**src/rtl/instr_encoder_if.sv**
```systemverilog
// Request and memory-write bus of the instruction encoder.
// The slave modport is the encoder side; the master modport is the host/memory side.
interface instr_encoder_if #(
   parameter int ADDR_W = 8
);
   logic              req_valid;
   logic              req_ready;
   logic [3:0]        op_in;
   logic              imm_mode;
   logic [3:0]        rdest_in;
   logic [3:0]        rsrc_in;
   logic [15:0]       imm_in;
   logic [15:0]       instr_out;
   logic              instr_valid;
   logic              instr_ready;
   logic [ADDR_W-1:0] addr_out;
   logic              err;

   modport slave (
      input  req_valid, op_in, imm_mode, rdest_in, rsrc_in, imm_in, instr_ready,
      output req_ready, instr_out, instr_valid, addr_out, err
   );

   modport master (
      output req_valid, op_in, imm_mode, rdest_in, rsrc_in, imm_in, instr_ready,
      input  req_ready, instr_out, instr_valid, addr_out, err
   );
endinterface

```
**src/rtl/instr_encoder.sv**
```systemverilog
// Instruction encoder: turns one abstract operation into 1..3 machine words
// (wide immediates expand to LUI/ORI sequences) with a sequential write address.
module instr_encoder #(
   parameter int          ADDR_W      = 8,
   parameter logic [3:0]  SCRATCH_REG = 4'hF
) (
   input  logic            clk,
   input  logic            reset_n,
   instr_encoder_if.slave  bus
);
   localparam logic [3:0] OP_AND  = 4'b0001;
   localparam logic [3:0] OP_OR   = 4'b0010;
   localparam logic [3:0] OP_XOR  = 4'b0011;
   localparam logic [3:0] OP_LSH  = 4'b0100;
   localparam logic [3:0] OP_ADD  = 4'b0101;
   localparam logic [3:0] OP_ASHU = 4'b0110;
   localparam logic [3:0] OP_SUB  = 4'b1001;
   localparam logic [3:0] OP_CMP  = 4'b1011;
   localparam logic [3:0] OP_MOV  = 4'b1101;
   localparam logic [3:0] OP_MUL  = 4'b1110;
   localparam logic [3:0] OP_LUI  = 4'b1111;
   localparam logic [ADDR_W-1:0] ADDR_ONE = {{(ADDR_W-1){1'b0}}, 1'b1};

   typedef enum logic {IDLE = 1'b0, EMIT = 1'b1} state_t;

   state_t            state_r;
   logic [15:0]       word1_r;
   logic [15:0]       word2_r;
   logic [1:0]        len_r;
   logic [1:0]        idx_r;
   logic [15:0]       instr_out_r;
   logic              instr_valid_r;
   logic [ADDR_W-1:0] addr_r;
   logic              err_r;

   logic [15:0] enc_w0_s;
   logic [15:0] enc_w1_s;
   logic [15:0] enc_w2_s;
   logic [1:0]  enc_len_s;
   logic        enc_bad_s;
   logic        need3_s;
   logic        sfit_s;
   logic        ufit_s;
   logic [7:0]  hi_s;
   logic [7:0]  lo_s;
   logic        last_s;
   logic        req_ready_s;
   logic        accept_s;
   logic        load_s;
   logic [15:0] next_word_s;

   // Encode the presented request into its word sequence and legality.
   always_comb begin
      enc_w0_s  = 16'h0000;
      enc_w1_s  = 16'h0000;
      enc_w2_s  = 16'h0000;
      enc_len_s = 2'd1;
      enc_bad_s = 1'b0;
      need3_s   = 1'b0;
      hi_s      = bus.imm_in[15:8];
      lo_s      = bus.imm_in[7:0];
      sfit_s    = (&bus.imm_in[15:7]) | ~(|bus.imm_in[15:7]);
      ufit_s    = ~(|bus.imm_in[15:8]);
      if (!bus.imm_mode) begin
         case (bus.op_in)
            OP_LSH, OP_ASHU:
               enc_w0_s = {4'b1000, bus.rdest_in, bus.op_in, bus.rsrc_in};
            OP_AND, OP_OR, OP_XOR, OP_ADD, OP_SUB, OP_CMP, OP_MOV, OP_MUL:
               enc_w0_s = {4'b0000, bus.rdest_in, bus.op_in, bus.rsrc_in};
            default:
               enc_bad_s = 1'b1;
         endcase
      end else begin
         case (bus.op_in)
            OP_LUI: begin
               enc_w0_s  = {OP_LUI, bus.rdest_in, lo_s};
               enc_bad_s = ~ufit_s;
            end
            OP_ADD, OP_SUB, OP_CMP, OP_MUL: begin
               if (sfit_s) begin
                  enc_w0_s = {bus.op_in, bus.rdest_in, lo_s};
               end else begin
                  need3_s = 1'b1;
               end
            end
            OP_AND, OP_OR, OP_XOR: begin
               if (ufit_s) begin
                  enc_w0_s = {bus.op_in, bus.rdest_in, lo_s};
               end else begin
                  need3_s = 1'b1;
               end
            end
            OP_MOV: begin
               if (ufit_s) begin
                  enc_w0_s = {bus.op_in, bus.rdest_in, lo_s};
               end else begin
                  enc_len_s = 2'd2;
                  enc_w0_s  = {OP_LUI, bus.rdest_in, hi_s};
                  enc_w1_s  = {OP_OR, bus.rdest_in, lo_s};
               end
            end
            default:
               enc_bad_s = 1'b1;
         endcase
      end
      // The scratch register is built up first, so it cannot also be the destination.
      if (need3_s) begin
         enc_len_s = 2'd3;
         enc_w0_s  = {OP_LUI, SCRATCH_REG, hi_s};
         enc_w1_s  = {OP_OR, SCRATCH_REG, lo_s};
         enc_w2_s  = {4'b0000, bus.rdest_in, bus.op_in, SCRATCH_REG};
         enc_bad_s = (bus.rdest_in == SCRATCH_REG);
      end else begin
         enc_len_s = enc_len_s;
      end
   end

   // Handshake decode and selection of the word following the current one.
   always_comb begin
      last_s      = (idx_r == (len_r - 2'd1));
      req_ready_s = reset_n & ((state_r == IDLE) |
                               ((state_r == EMIT) & last_s & bus.instr_ready));
      accept_s    = bus.req_valid & req_ready_s;
      load_s      = accept_s & ~enc_bad_s;
      if (idx_r == 2'd0) begin
         next_word_s = word1_r;
      end else begin
         next_word_s = word2_r;
      end
   end

   // Sequencer FSM with registered word, address and error outputs.
   always_ff @(posedge clk or negedge reset_n) begin
      if (!reset_n) begin
         state_r       <= IDLE;
         word1_r       <= 16'h0000;
         word2_r       <= 16'h0000;
         len_r         <= 2'd1;
         idx_r         <= 2'd0;
         instr_out_r   <= 16'h0000;
         instr_valid_r <= 1'b0;
         addr_r        <= {ADDR_W{1'b0}};
         err_r         <= 1'b0;
      end else begin
         err_r <= accept_s & enc_bad_s;
         case (state_r)
            IDLE: begin
               if (load_s) begin
                  word1_r       <= enc_w1_s;
                  word2_r       <= enc_w2_s;
                  len_r         <= enc_len_s;
                  idx_r         <= 2'd0;
                  instr_out_r   <= enc_w0_s;
                  instr_valid_r <= 1'b1;
                  state_r       <= EMIT;
               end else begin
                  instr_valid_r <= 1'b0;
               end
            end
            EMIT: begin
               if (bus.instr_ready) begin
                  addr_r <= addr_r + ADDR_ONE;
                  if (last_s && load_s) begin
                     word1_r     <= enc_w1_s;
                     word2_r     <= enc_w2_s;
                     len_r       <= enc_len_s;
                     idx_r       <= 2'd0;
                     instr_out_r <= enc_w0_s;
                  end else if (last_s) begin
                     instr_valid_r <= 1'b0;
                     state_r       <= IDLE;
                  end else begin
                     idx_r       <= idx_r + 2'd1;
                     instr_out_r <= next_word_s;
                  end
               end else begin
                  instr_out_r <= instr_out_r;
               end
            end
            default: begin
               instr_valid_r <= 1'b0;
               state_r       <= IDLE;
            end
         endcase
      end
   end

   assign bus.req_ready   = req_ready_s;
   assign bus.instr_out   = instr_out_r;
   assign bus.instr_valid = instr_valid_r;
   assign bus.addr_out    = addr_r;
   assign bus.err         = err_r;
endmodule

```
**src/flat_wrapper.sv**
```systemverilog
// flat-port wrapper written by rule: the top's interface ports become plain ports
module instr_encoder_flat 
#(
   parameter int          ADDR_W      = 8,
   parameter logic [3:0]  SCRATCH_REG = 4'hF
)
  (clk, reset_n, bus_req_valid, bus_op_in, bus_imm_mode, bus_rdest_in, bus_rsrc_in, bus_imm_in, bus_instr_ready, bus_req_ready, bus_instr_out, bus_instr_valid, bus_addr_out, bus_err);
  instr_encoder_if #(.ADDR_W(ADDR_W)) bus_i ();
  input  logic clk;
  input  logic reset_n;
  input wire logic [$bits(bus_i.req_valid)-1:0] bus_req_valid;
  input wire logic [$bits(bus_i.op_in)-1:0] bus_op_in;
  input wire logic [$bits(bus_i.imm_mode)-1:0] bus_imm_mode;
  input wire logic [$bits(bus_i.rdest_in)-1:0] bus_rdest_in;
  input wire logic [$bits(bus_i.rsrc_in)-1:0] bus_rsrc_in;
  input wire logic [$bits(bus_i.imm_in)-1:0] bus_imm_in;
  input wire logic [$bits(bus_i.instr_ready)-1:0] bus_instr_ready;
  output wire logic [$bits(bus_i.req_ready)-1:0] bus_req_ready;
  output wire logic [$bits(bus_i.instr_out)-1:0] bus_instr_out;
  output wire logic [$bits(bus_i.instr_valid)-1:0] bus_instr_valid;
  output wire logic [$bits(bus_i.addr_out)-1:0] bus_addr_out;
  output wire logic [$bits(bus_i.err)-1:0] bus_err;
  assign bus_i.req_valid = bus_req_valid;
  assign bus_i.op_in = bus_op_in;
  assign bus_i.imm_mode = bus_imm_mode;
  assign bus_i.rdest_in = bus_rdest_in;
  assign bus_i.rsrc_in = bus_rsrc_in;
  assign bus_i.imm_in = bus_imm_in;
  assign bus_i.instr_ready = bus_instr_ready;
  assign bus_req_ready = bus_i.req_ready;
  assign bus_instr_out = bus_i.instr_out;
  assign bus_instr_valid = bus_i.instr_valid;
  assign bus_addr_out = bus_i.addr_out;
  assign bus_err = bus_i.err;
  instr_encoder #(.ADDR_W(ADDR_W), .SCRATCH_REG(SCRATCH_REG)) u_core (.clk(clk), .reset_n(reset_n), .bus(bus_i));
endmodule
```
**config.mk**
```make
export PLATFORM = sky130hd
export DESIGN_NAME = instr_encoder_flat
export DESIGN_NICKNAME = d
export VERILOG_FILES = /design/src/rtl/instr_encoder_if.sv /design/src/rtl/instr_encoder.sv /design/src/flat_wrapper.sv
export SDC_FILE = /design/constraint.sdc
export NUM_CORES = 1
export LEC_CHECK = 0
export ABC_CLOCK_PERIOD_IN_PS = 3100
export BUFFER_PORTS_ARGS = -buffer_cell sky130_fd_sc_hd__buf_2
export CORE_MARGIN = 3
export CORE_UTILIZATION = 45
export CTS_BUF_LIST = sky130_fd_sc_hd__clkbuf_4 sky130_fd_sc_hd__clkbuf_8
export CTS_CLUSTER_DIAMETER = 50
export CTS_CLUSTER_SIZE = 12
export DETAILED_ROUTE_END_ITERATION = 8
export PLACE_DENSITY = 0.77
export SETUP_SLACK_MARGIN = 0.15
export SYNTH_ARGS = -nofsm -noshare
export SYNTH_HDL_FRONTEND = slang
export SYNTH_SLANG_ARGS = --single-unit
```
**constraint.sdc**
```tcl
create_clock -name clk -period 3.1 [get_ports clk]
set_input_delay 0 -clock clk [delete_from_list [all_inputs] [get_ports clk]]
set_output_delay 0 -clock clk [all_outputs]
set_load 0.02 [all_outputs]
```
==> reports/metrics.cfg <==
[place]
portBuffers=59
dp_worst_setup_slack_ps=569
place.gp.congestion=0.833
hpwl_mm=5.63

[clock_network]
clock_sinks=52
cts_tree=built
clockBufferDepth=2
numCtsBuffers=5
clk-insertion-delay-late_ps=310
cts_resized=0
cts_max_level=2
clkTransAtPathRegs_ps=90
cts-root-buf=clkbuf_8

[yosys]
syn_area_um2=3180
synth_edf_count=0
avgSynthCellArea_um2=9.75
ys_seq_area_frac=0.410
async_reset_ff_frac=1.00
synth_fp_nets=361
yosysWarnings=0
synthDistinctLibCells=60
syn_inst=326
synth-seq-cells=52
synth_ff_type=dfrtp_1

[sta]
rsz0062_at_grt=no
fmax_ghz=0.391
fin_ws_ps=541
worstMarginPinSlew_ps=898
finalCritPeriodShare=0.825
slew_headroom=0.399
drv_slew=0
final_hold_viol_count=0
period_minus_slack_ps=2560
setup_tns_ps=0
setup_viol=0
fin_worst_skew_ps=10.8

[critical_path]
crit_path_end_kind=register
cp.required_ps=3320
cpPeakStageDelay_ps=420
crit_arrival_ps=2780
path_class=reg2reg
reg2reg_from=u_core.word1_r[13]$_DFFE_PN0P_
cpMaxStageDelayCell=dfrtp_1
crit_fanout=23
cp-startpoint=u_core.word1_r[13]$_DFFE_PN0P_
worst_setup_path_start_kind=register
crit_chain=xor2_1 > mux2_4 > a2111oi_4 > o21ai_4 > a22o_1 > buf_4 > o31ai_2

[floorplan]
dieWidth_um=90.1
floorplan.rows=30
die_h_um=90.1
ios=60
start_util=0.465
core_um2=6830
die_area_um2=8110

[detailed_routing]
drt_iter0_drc=174
ant_nets=0
via_per_inst=5.69
via_count=2749
wl_mm=7.86
dr.pass1.iters=4
avgRoutedWirePerCell_um=16.3
drc=0

[layout]
final_util=0.550
diodes=0
drive_gt1_frac=0.282
area_delta_synth_final_pct=18.1
final_nets=421

[global_route]
grt_pass1_wl_mm=13.3
overflow=0
antenna_found_initial=0
grt_pass1_vias=2686
grt_usage=0.197
grt_start_max_net_pins=54

[min_path]
hold_path_class=in2reg
min_from=bus_instr_ready

[job]
drv_cap=0

[outcome]
status=finished, final reports clean

[power_and_ir_drop]
ir_drop_mv=0.243
finalPower_mw=2.94
powerDensity_nw_per_um2=784
power.leakage_nw=1.72

-- repair_timing --
| action | 4_1_cts | 5_1_grt |
|---|---|---|
| hold buffers | 14 | 0 |
| endpoints found under the hold margin | 64 | 0 |
| setup buffers | 0 | 0 |
-- synth_stat cells, types with 4 or more instances --
cell type	count	area share
and3_1	4	0.0079
clkbuf_1	9	0.011
buf_6	4	0.014
dfrtp_1	51	0.40
buf_2	9	0.014
o31ai_2	8	0.031
mux2i_1	7	0.022
a211oi_2	5	0.020
mux2_4	5	0.024
nor2b_1	4	0.0079
inv_1	5	0.0059
a211oi_1	5	0.012
nand3_1	13	0.020
nor2_1	9	0.011
a21oi_1	12	0.019
nand2_1	54	0.064
o21ai_0	22	0.035
a22o_1	24	0.066
o21ai_2	5	0.014
nor3_1	4	0.0063
xnor2_1	7	0.019
-- state kept, by name (all words and copies together) (netlist names) --
name                    flops
u_core.idx_r                2
u_core.bus.err              1
u_core.bus.instr_valid      1
u_core.word2_r              9
u_core.bus.addr_out         8
u_core.word1_r             13
u_core.state_r              1
u_core.bus.instr_out       16
u_core.len_r                1
-- area by class of cell --
class / instances / area, um^2
inverters: 5 / 18.8
fillers: 617 / 3080
repair buffers: 78 / 473
flip-flops and latches: 52 / 1300
clock inverters: 2 / 38.8
multi-input cells: 244 / 1720
well taps: 96 / 120
clock buffers: 6 / 82.6
-- logic make-up after synthesis --
family,count (synthesis),synth area share
xor gates and xnor gates,9,0.0248
buffers and inverters,30,0.0496
DFF,52,0.410
AOI/OAI and AO/OA,112,0.287
and+or+nand+nor,107,0.169
muxes,14,0.0527
adders and majority gates,2,0.00787
-- metal layers --
metal  share of wire  vias to the layer above  GRT usage
met5               0                        -          0
met1            0.45                     1310      0.275
li1                -                     1326          -
met3           0.057                       18     0.0259
met2            0.47                       95      0.307
met4           0.022                        0     0.0816
-- metrics by stage --
step / cells / cell area (um^2) / hold WS, ps
final: 483 / 3750 / 68.5
after global routing: 483 / 3750 / 60.7
after floorplan: 326 / 3180 / -296
after CTS: 483 / 3750 / 58.5
after global placement: 461 / 3490 / 235
after detailed placement: 461 / 3490 / 234
-- cells in the final DEF, fill, tap and decap left out, types with 3 or more instances in the layout --
cell and n:
a22o_1 24, clkbuf_8 6, o21ai_2 5, a211oi_1 5, buf_4 5, nor2b_1 4
dfrtp_1 51, dlygate4sd3_1 14, nand2_1 54, o31ai_2 8, and3_1 4, mux2_4 5
nor2_1 9, and2_1 3, xnor2_1 7, a211oi_2 5, buf_2 59, a22oi_1 3
a21oi_1 12, o21ai_0 22, nor3_1 4, nand4_1 3, inv_1 5, nand3_1 13
o211ai_1 3, a31oi_1 3, mux2i_1 7
-- path summary, 6_finish.rpt --
kind | end | slack (ps) | cells past startpoint
max in group asynchronous | u_core.bus.err$_DFF_PN0_ | 2250 | 3
worst max register to register | u_core.bus.instr_out[1]$_DFFE_PN0P_ | 540 | 7
worst min-delay path | u_core.bus.addr_out[2]$_DFFE_PN0P_ | 70 | 3
min in group asynchronous | u_core.bus.instr_out[2]$_DFFE_PN0P_ | 410 | 3
worst max-delay path | u_core.bus.instr_out[1]$_DFFE_PN0P_ | 540 | 7
worst min register to register | u_core.bus.addr_out[7]$_DFFE_PN0P_ | 470 | 1
-- worst max-delay path, delay by kind of cell, from the launching register on --
family	cells	cell delay [ps]
buffers and inverters	1	270
XOR/XNOR	1	280
AO/OA/AOI/OAI	4	1150
flip-flops	1	420
multiplexers	1	360
-- power by group --
group	total (mW)	internal (mW)	leakage, nW	switching (mW)
clock	0.496	0.264	0.0614	0.231
combinational	1.36	0.552	0.979	0.808
sequential	1.09	0.912	0.683	0.176
total	2.94	1.73	1.72	1.21
Note: power is estimated with default switching activity, not from simulation.
